===== src/rtl/dp_group_feeder.sv =====
// Operand sequencer for one dot-product group: buffers a tile of A/B
// vectors, streams one beat per cycle on start, drains, then pulses done.
module dp_group_feeder #(
  parameter int N_UNIT     = 4,
  parameter int N_MUL      = 4,
  parameter int DW_MUL     = 8,
  parameter int DW_UNIT_IN = DW_MUL * N_MUL,
  parameter int DEPTH      = 16,
  parameter int AW         = 4,
  parameter int DRAIN_CYC  = 3
) (
  input  logic                         clk,
  input  logic                         reset,
  input  logic                         wr_en,
  input  logic [AW-1:0]                wr_addr,
  input  logic [DW_UNIT_IN-1:0]        wr_a,
  input  logic [N_UNIT*DW_UNIT_IN-1:0] wr_b,
  input  logic                         start,
  input  logic [AW:0]                  len,
  input  logic                         hold,
  output logic                         busy,
  output logic                         done,
  output logic                         enable,
  output logic [DW_UNIT_IN-1:0]        out_a,
  output logic [N_UNIT*DW_UNIT_IN-1:0] out_b,
  output logic [1:0]                   out_valid
);

  localparam int BW = N_UNIT * DW_UNIT_IN;
  localparam int CW = $clog2(DRAIN_CYC + 1);

  typedef enum logic [1:0] {
    S_IDLE,
    S_STREAM,
    S_DRAIN,
    S_DONE
  } state_e;

  state_e state_q, state_d;

  logic [DW_UNIT_IN-1:0] mem_a [DEPTH];
  logic [BW-1:0]         mem_b [DEPTH];

  logic [AW-1:0]         ptr_q, ptr_d;
  logic [AW-1:0]         last_q, last_d;
  logic [CW-1:0]         cnt_q, cnt_d;
  logic [DW_UNIT_IN-1:0] stg_a_q, stg_a_d;
  logic [BW-1:0]         stg_b_q, stg_b_d;

  logic                  busy_q, busy_d;
  logic                  done_q, done_d;
  logic                  enable_q, enable_d;
  logic [DW_UNIT_IN-1:0] out_a_q, out_a_d;
  logic [BW-1:0]         out_b_q, out_b_d;
  logic [1:0]            out_valid_q, out_valid_d;

  logic [AW:0]           len_eff;
  logic [AW-1:0]         nxt_ptr;
  logic                  is_last;

  always_ff @(posedge clk) begin
    if (wr_en && state_q == S_IDLE) begin
      mem_a[wr_addr] <= wr_a;
      mem_b[wr_addr] <= wr_b;
    end
  end

  assign len_eff = (len > (AW+1)'(DEPTH)) ? (AW+1)'(DEPTH) : len;
  assign nxt_ptr = ptr_q + 1'b1;
  assign is_last = (ptr_q == last_q);

  // Staging holds the entry for the next beat; loading entry 0 at start
  // is what makes a same-cycle write to entry 0 invisible to beat 0.
  always_comb begin
    state_d     = state_q;
    ptr_d       = ptr_q;
    last_d      = last_q;
    cnt_d       = cnt_q;
    stg_a_d     = stg_a_q;
    stg_b_d     = stg_b_q;
    done_d      = 1'b0;
    enable_d    = 1'b0;
    out_valid_d = 2'b00;
    out_a_d     = out_a_q;
    out_b_d     = out_b_q;
    unique case (state_q)
      S_IDLE: begin
        cnt_d = '0;
        if (start) begin
          if (len_eff == '0) begin
            state_d = S_DONE;
          end else begin
            state_d = S_STREAM;
            ptr_d   = '0;
            last_d  = AW'(len_eff - 1'b1);
            stg_a_d = mem_a[0];
            stg_b_d = mem_b[0];
          end
        end
      end
      S_STREAM: begin
        if (!hold) begin
          out_a_d     = stg_a_q;
          out_b_d     = stg_b_q;
          out_valid_d = {is_last, 1'b1};
          enable_d    = 1'b1;
          ptr_d       = nxt_ptr;
          stg_a_d     = mem_a[nxt_ptr];
          stg_b_d     = mem_b[nxt_ptr];
          if (is_last) begin
            state_d = S_DRAIN;
            cnt_d   = '0;
          end
        end
      end
      S_DRAIN: begin
        enable_d = 1'b1;
        cnt_d    = cnt_q + 1'b1;
        if (cnt_q == CW'(DRAIN_CYC - 1)) state_d = S_DONE;
      end
      S_DONE: begin
        done_d  = 1'b1;
        state_d = S_IDLE;
      end
      default: state_d = S_IDLE;
    endcase
    busy_d = (state_d != S_IDLE) || (state_q == S_DONE);
  end

  always_ff @(posedge clk) begin
    if (reset) begin
      state_q     <= S_IDLE;
      ptr_q       <= '0;
      last_q      <= '0;
      cnt_q       <= '0;
      stg_a_q     <= '0;
      stg_b_q     <= '0;
      busy_q      <= 1'b0;
      done_q      <= 1'b0;
      enable_q    <= 1'b0;
      out_a_q     <= '0;
      out_b_q     <= '0;
      out_valid_q <= 2'b00;
    end else begin
      state_q     <= state_d;
      ptr_q       <= ptr_d;
      last_q      <= last_d;
      cnt_q       <= cnt_d;
      stg_a_q     <= stg_a_d;
      stg_b_q     <= stg_b_d;
      busy_q      <= busy_d;
      done_q      <= done_d;
      enable_q    <= enable_d;
      out_a_q     <= out_a_d;
      out_b_q     <= out_b_d;
      out_valid_q <= out_valid_d;
    end
  end

  assign busy      = busy_q;
  assign done      = done_q;
  assign enable    = enable_q;
  assign out_a     = out_a_q;
  assign out_b     = out_b_q;
  assign out_valid = out_valid_q;

endmodule


===== config.mk =====
export PLATFORM = sky130hd
export DESIGN_NAME = dp_group_feeder
export DESIGN_NICKNAME = d
export VERILOG_FILES = /design/src/rtl/dp_group_feeder.sv
export SDC_FILE = /design/constraint.sdc
export NUM_CORES = 2
export LEC_CHECK = 0
export ABC_CLOCK_PERIOD_IN_PS = 17780
export BUFFER_PORTS_ARGS = -buffer_cell sky130_fd_sc_hd__buf_2
export CAP_MARGIN = 20
export CELL_PAD_IN_SITES_DETAIL_PLACEMENT = 1
export CELL_PAD_IN_SITES_GLOBAL_PLACEMENT = 1
export CORE_MARGIN = 1
export CORE_UTILIZATION = 35
export CTS_CLUSTER_DIAMETER = 40
export DETAILED_ROUTE_END_ITERATION = 6
export MAX_ROUTING_LAYER = met4
export PLACE_DENSITY = 0.63
export SYNTH_ARGS = -nofsm -noshare
export SYNTH_HDL_FRONTEND = slang
export SYNTH_SLANG_ARGS = --single-unit

===== constraint.sdc =====
create_clock -name clk -period 17.78 [get_ports clk]
set_input_delay 2.667 -clock clk [delete_from_list [all_inputs] [get_ports clk]]
set_output_delay 2.667 -clock clk [all_outputs]
set_load 0.05 [all_outputs]

==> run_results.csv <==
group,metric,value,unit
synth,netlist.area_leader.share,69.9,%
die,core,312000,um2
synth,synth_edf_count,2560,
clock_tree,clk_latency,930,ps
clock_tree,clkSlewWorstSetupHoldPaths,50,ps
hold_path,hold_path_class,"flop to flop",
timing,tightest_slew,1260,ps
place,place_congestion,0.744,
global_routing,grt_max_degree,130,
worst_setup_path,crit_fanout,50,
global_routing,grt_usage,20.4,%
route,ant_nets,0,
worst_setup_path,start_kind,"input port",
route,totalWireLength,317000,um
route,drtIter0Drc,4863,
timing,post-route-period-util,32.2,%
outcome,outcome,"complete, no violations",
die,die_y,563,um
worst_setup_path,crit_type,"input port to flop",
clock_tree,cts_tree,"built",
worst_setup_path,crit_arrival,6500,ps
layout,area_delta_synth_final,19.2,%
clock_tree,post_cts_resized,0,
place,portBuffers,338,
synth,ys_top_cells_by_count,"2560 x edfxtp_1, 808 x nand2_1, 641 x mux2i_1, 337 x dfxtp_1, 326 x a21oi_1",
synth,synth_fp_nets,6490,
clock_tree,clk_path_buf_depth,4,
synth,post_synth.cell_area_avg,17.4,um2
power_and_ir_drop,leakage,41.6,nW
clock_tree,cts_hold_buf,0,
worst_setup_path,reg2reg_depth,9,
die,start_util,35.2,%
power_and_ir_drop,worst_ir_drop_vdd,83.7,uV
synth,yosysSeqAreaShare,76.0,%
synth,synth.most_common_cell,"edfxtp_1",
synth,synthCells,6309,
worst_setup_path,ff2ff_setup_slack,12250,ps
layout,drive_gt1_share,21.1,%
global_routing,antenna_found_initial,76,
die,fp-row-count,205,
global_routing,overflow,0,
synth,synth_flop_cell,"edfxtp_1",
route,via_count,61300,
hold_path,min-delay-start,"out_b[2]$_SDFFE_PP0P_",
timing,finalSetupViolCount,0,
timing,fin_tns_setup,0,ps
synth,yosysWarnings,0,
timing,slew_violations,0,
timing,timing.fmax,175,MHz
worst_setup_path,endpoint_kind,"flop",
power_and_ir_drop,pwr_density_cell,137,nW/um2
route,dr.pass1.iters,5,
timing,finClkSkew,57.1,ps
timing,timing.slew.headroom,16.2,%
route,route.detailed.wl_per_inst,28.1,um
synth,ys_async_sr_fraction,0,%
worst_setup_path,cp_data_required_time,18550,ps
place,dp_cells,10500,
clock_tree,h-tree-depth,5,
timing,rsz0062_at_grt,"false",
layout,fin_nets,6949,
layout,instances_no_fill,11300,
job,cap_violations,0,
synth,synth_area,110000,um2
synth,synth_top_area_cell,"edfxtp_1",
place,dp_hpwl,167000,um
die,die-area,316000,um2
global_routing,grt_pass1_wl,460000,um
timing,period_minus_slack,5730,ps
clock_tree,postCtsSetupBuffers,0,
die,io_pins,339,
clock_tree,cts_root_buf,"clkbuf_16",
power_and_ir_drop,totalPowerFinal,18.0,mW
global_routing,grt_pass1_vias,65100,
timing,timing_hold_violations_final,0,
clock_tree,numCtsBuffers,422,
synth,synth_area_leaders,"edfxtp_1 70%, mux4_2 6.6%, dfxtp_1 6.1%",
synth,ys_seq_elements,2897,
route,drc_errors,0,
synth,synth.distinct_cells,42,
hold_path,hold_depth,2,
clock_tree,cts_num_sinks,2897,
die,dieWidth,563,um
route,vias_per_cell,5.42,
worst_setup_path,regToRegStartpoint,"ptr_q[0]$_SDFFE_PP0P_",
hold_path,holdPathEnd,"out_b[2]$_SDFFE_PP0P_",
worst_setup_path,r2r_end,"stg_b_q[103]$_SDFFE_PP0P_",
-- final cells by class --
cell class,count,area (um2)
Fill cell,30200,181000
Sequential cell,2897,83600
Multi-Input combinational cell,2995,24800
Clock buffer,518,11300
Tap cell,4140,5180
Clock inverter,265,3390
Timing Repair Buffer,447,2730
Antenna cell,36,90.1
Inverter,5,26.3
-- worst max-delay path, cell delays in order --
cell      delay, ps
buf_2           120
nand2b_1        160
ha_1            200
or4b_4          510
a22oi_2         330
a21o_4          400
buf_4           750
buf_4           820
a21oi_1         130
a211oi_1        350
-- stage by stage --
stage / hold slack (ps) / setup WS (ps) / utilization, % / instance area [um2]
2_1_floorplan: 432 / 3010 / - / 110000
3_3_place_gp: 441 / 11340 / 37.3 / 116000
3_5_place_dp: 446 / 11180 / 37.3 / 116000
4_1_cts: 452 / 12070 / 42.0 / 131000
5_1_grt: 473 / 11840 / 42.0 / 131000
6_report: 449 / 12050 / 42.0 / 131000
-- cell usage in the layout, fill, tap and decap left out, types with 8 or more instances in the layout --
cell        instances
a211oi_1          154
a211oi_2           10
a21oi_1           325
a22oi_1           321
a32oi_1           160
buf_12             15
buf_2             337
buf_4              93
bufinv_16          61
clkbuf_1           69
clkbuf_16         431
clkbuf_8           18
clkinv_1           21
clkinv_2           67
clkinv_4           29
clkinvlp_4         41
dfxtp_1           336
diode_2            36
edfxtp_1         2560
inv_16              9
inv_6              30
mux2i_1           641
mux4_2            320
nand2_1           808
nor2_1            173
nor2_4             15
nor3_1              8
o21ai_0             8
-- worst max path at each step --
stage / end / start / slack, ps
floorplan: mem_a[0][0]$_DFFE_PP_ / wr_addr[3] / 3010
global placement: stg_b_q[114]$_SDFFE_PP0P_ / len[4] / 11340
detailed placement: stg_a_q[9]$_SDFFE_PP0P_ / len[4] / 11180
CTS: stg_b_q[70]$_SDFFE_PP0P_ / len[4] / 12070
global route: stg_b_q[70]$_SDFFE_PP0P_ / len[4] / 11840
finish: stg_b_q[70]$_SDFFE_PP0P_ / len[4] / 12050
-- logic make-up after synthesis --
group	synth area share [%]
AND/OR/NAND/NOR	3.61
buffers and inverters	1.61
AO/OA/AOI/OAI	6.20
multiplexers	12.4
XOR/XNOR	0.0774
flip-flops	76.0
adder cells (fa/ha/maj)	0.0796
-- power breakdown --
part           switching, mW  internal, mW  total [mW]
registers              0.198          7.68        7.88
clock network           3.16          5.44        8.60
logic                   1.08         0.444        1.52
-- sequential cells by signal (all words and copies together), names as in the netlist, 2 cells and up --
name       flops
mem_a        512
ptr_q          4
stg_b_q      128
last_q         4
out_b        128
stg_a_q       32
cnt_q          2
out_valid      2
state_q        2
out_a         32
mem_b       2048
-- layer usage --
| layer | vias to the layer above | GRT usage, % | share of wire, % |
|---|---|---|---|
| li1 | 26100 | - | - |
| met1 | 32800 | 26.5 | 43 |
| met2 | 1911 | 33.3 | 49 |
| met3 | 544 | 3.27 | 5.9 |
| met4 | 0 | 4.93 | 2.3 |
| met5 | - | - | 0 |
No activity file was read; power rests on OpenSTA's default activity.
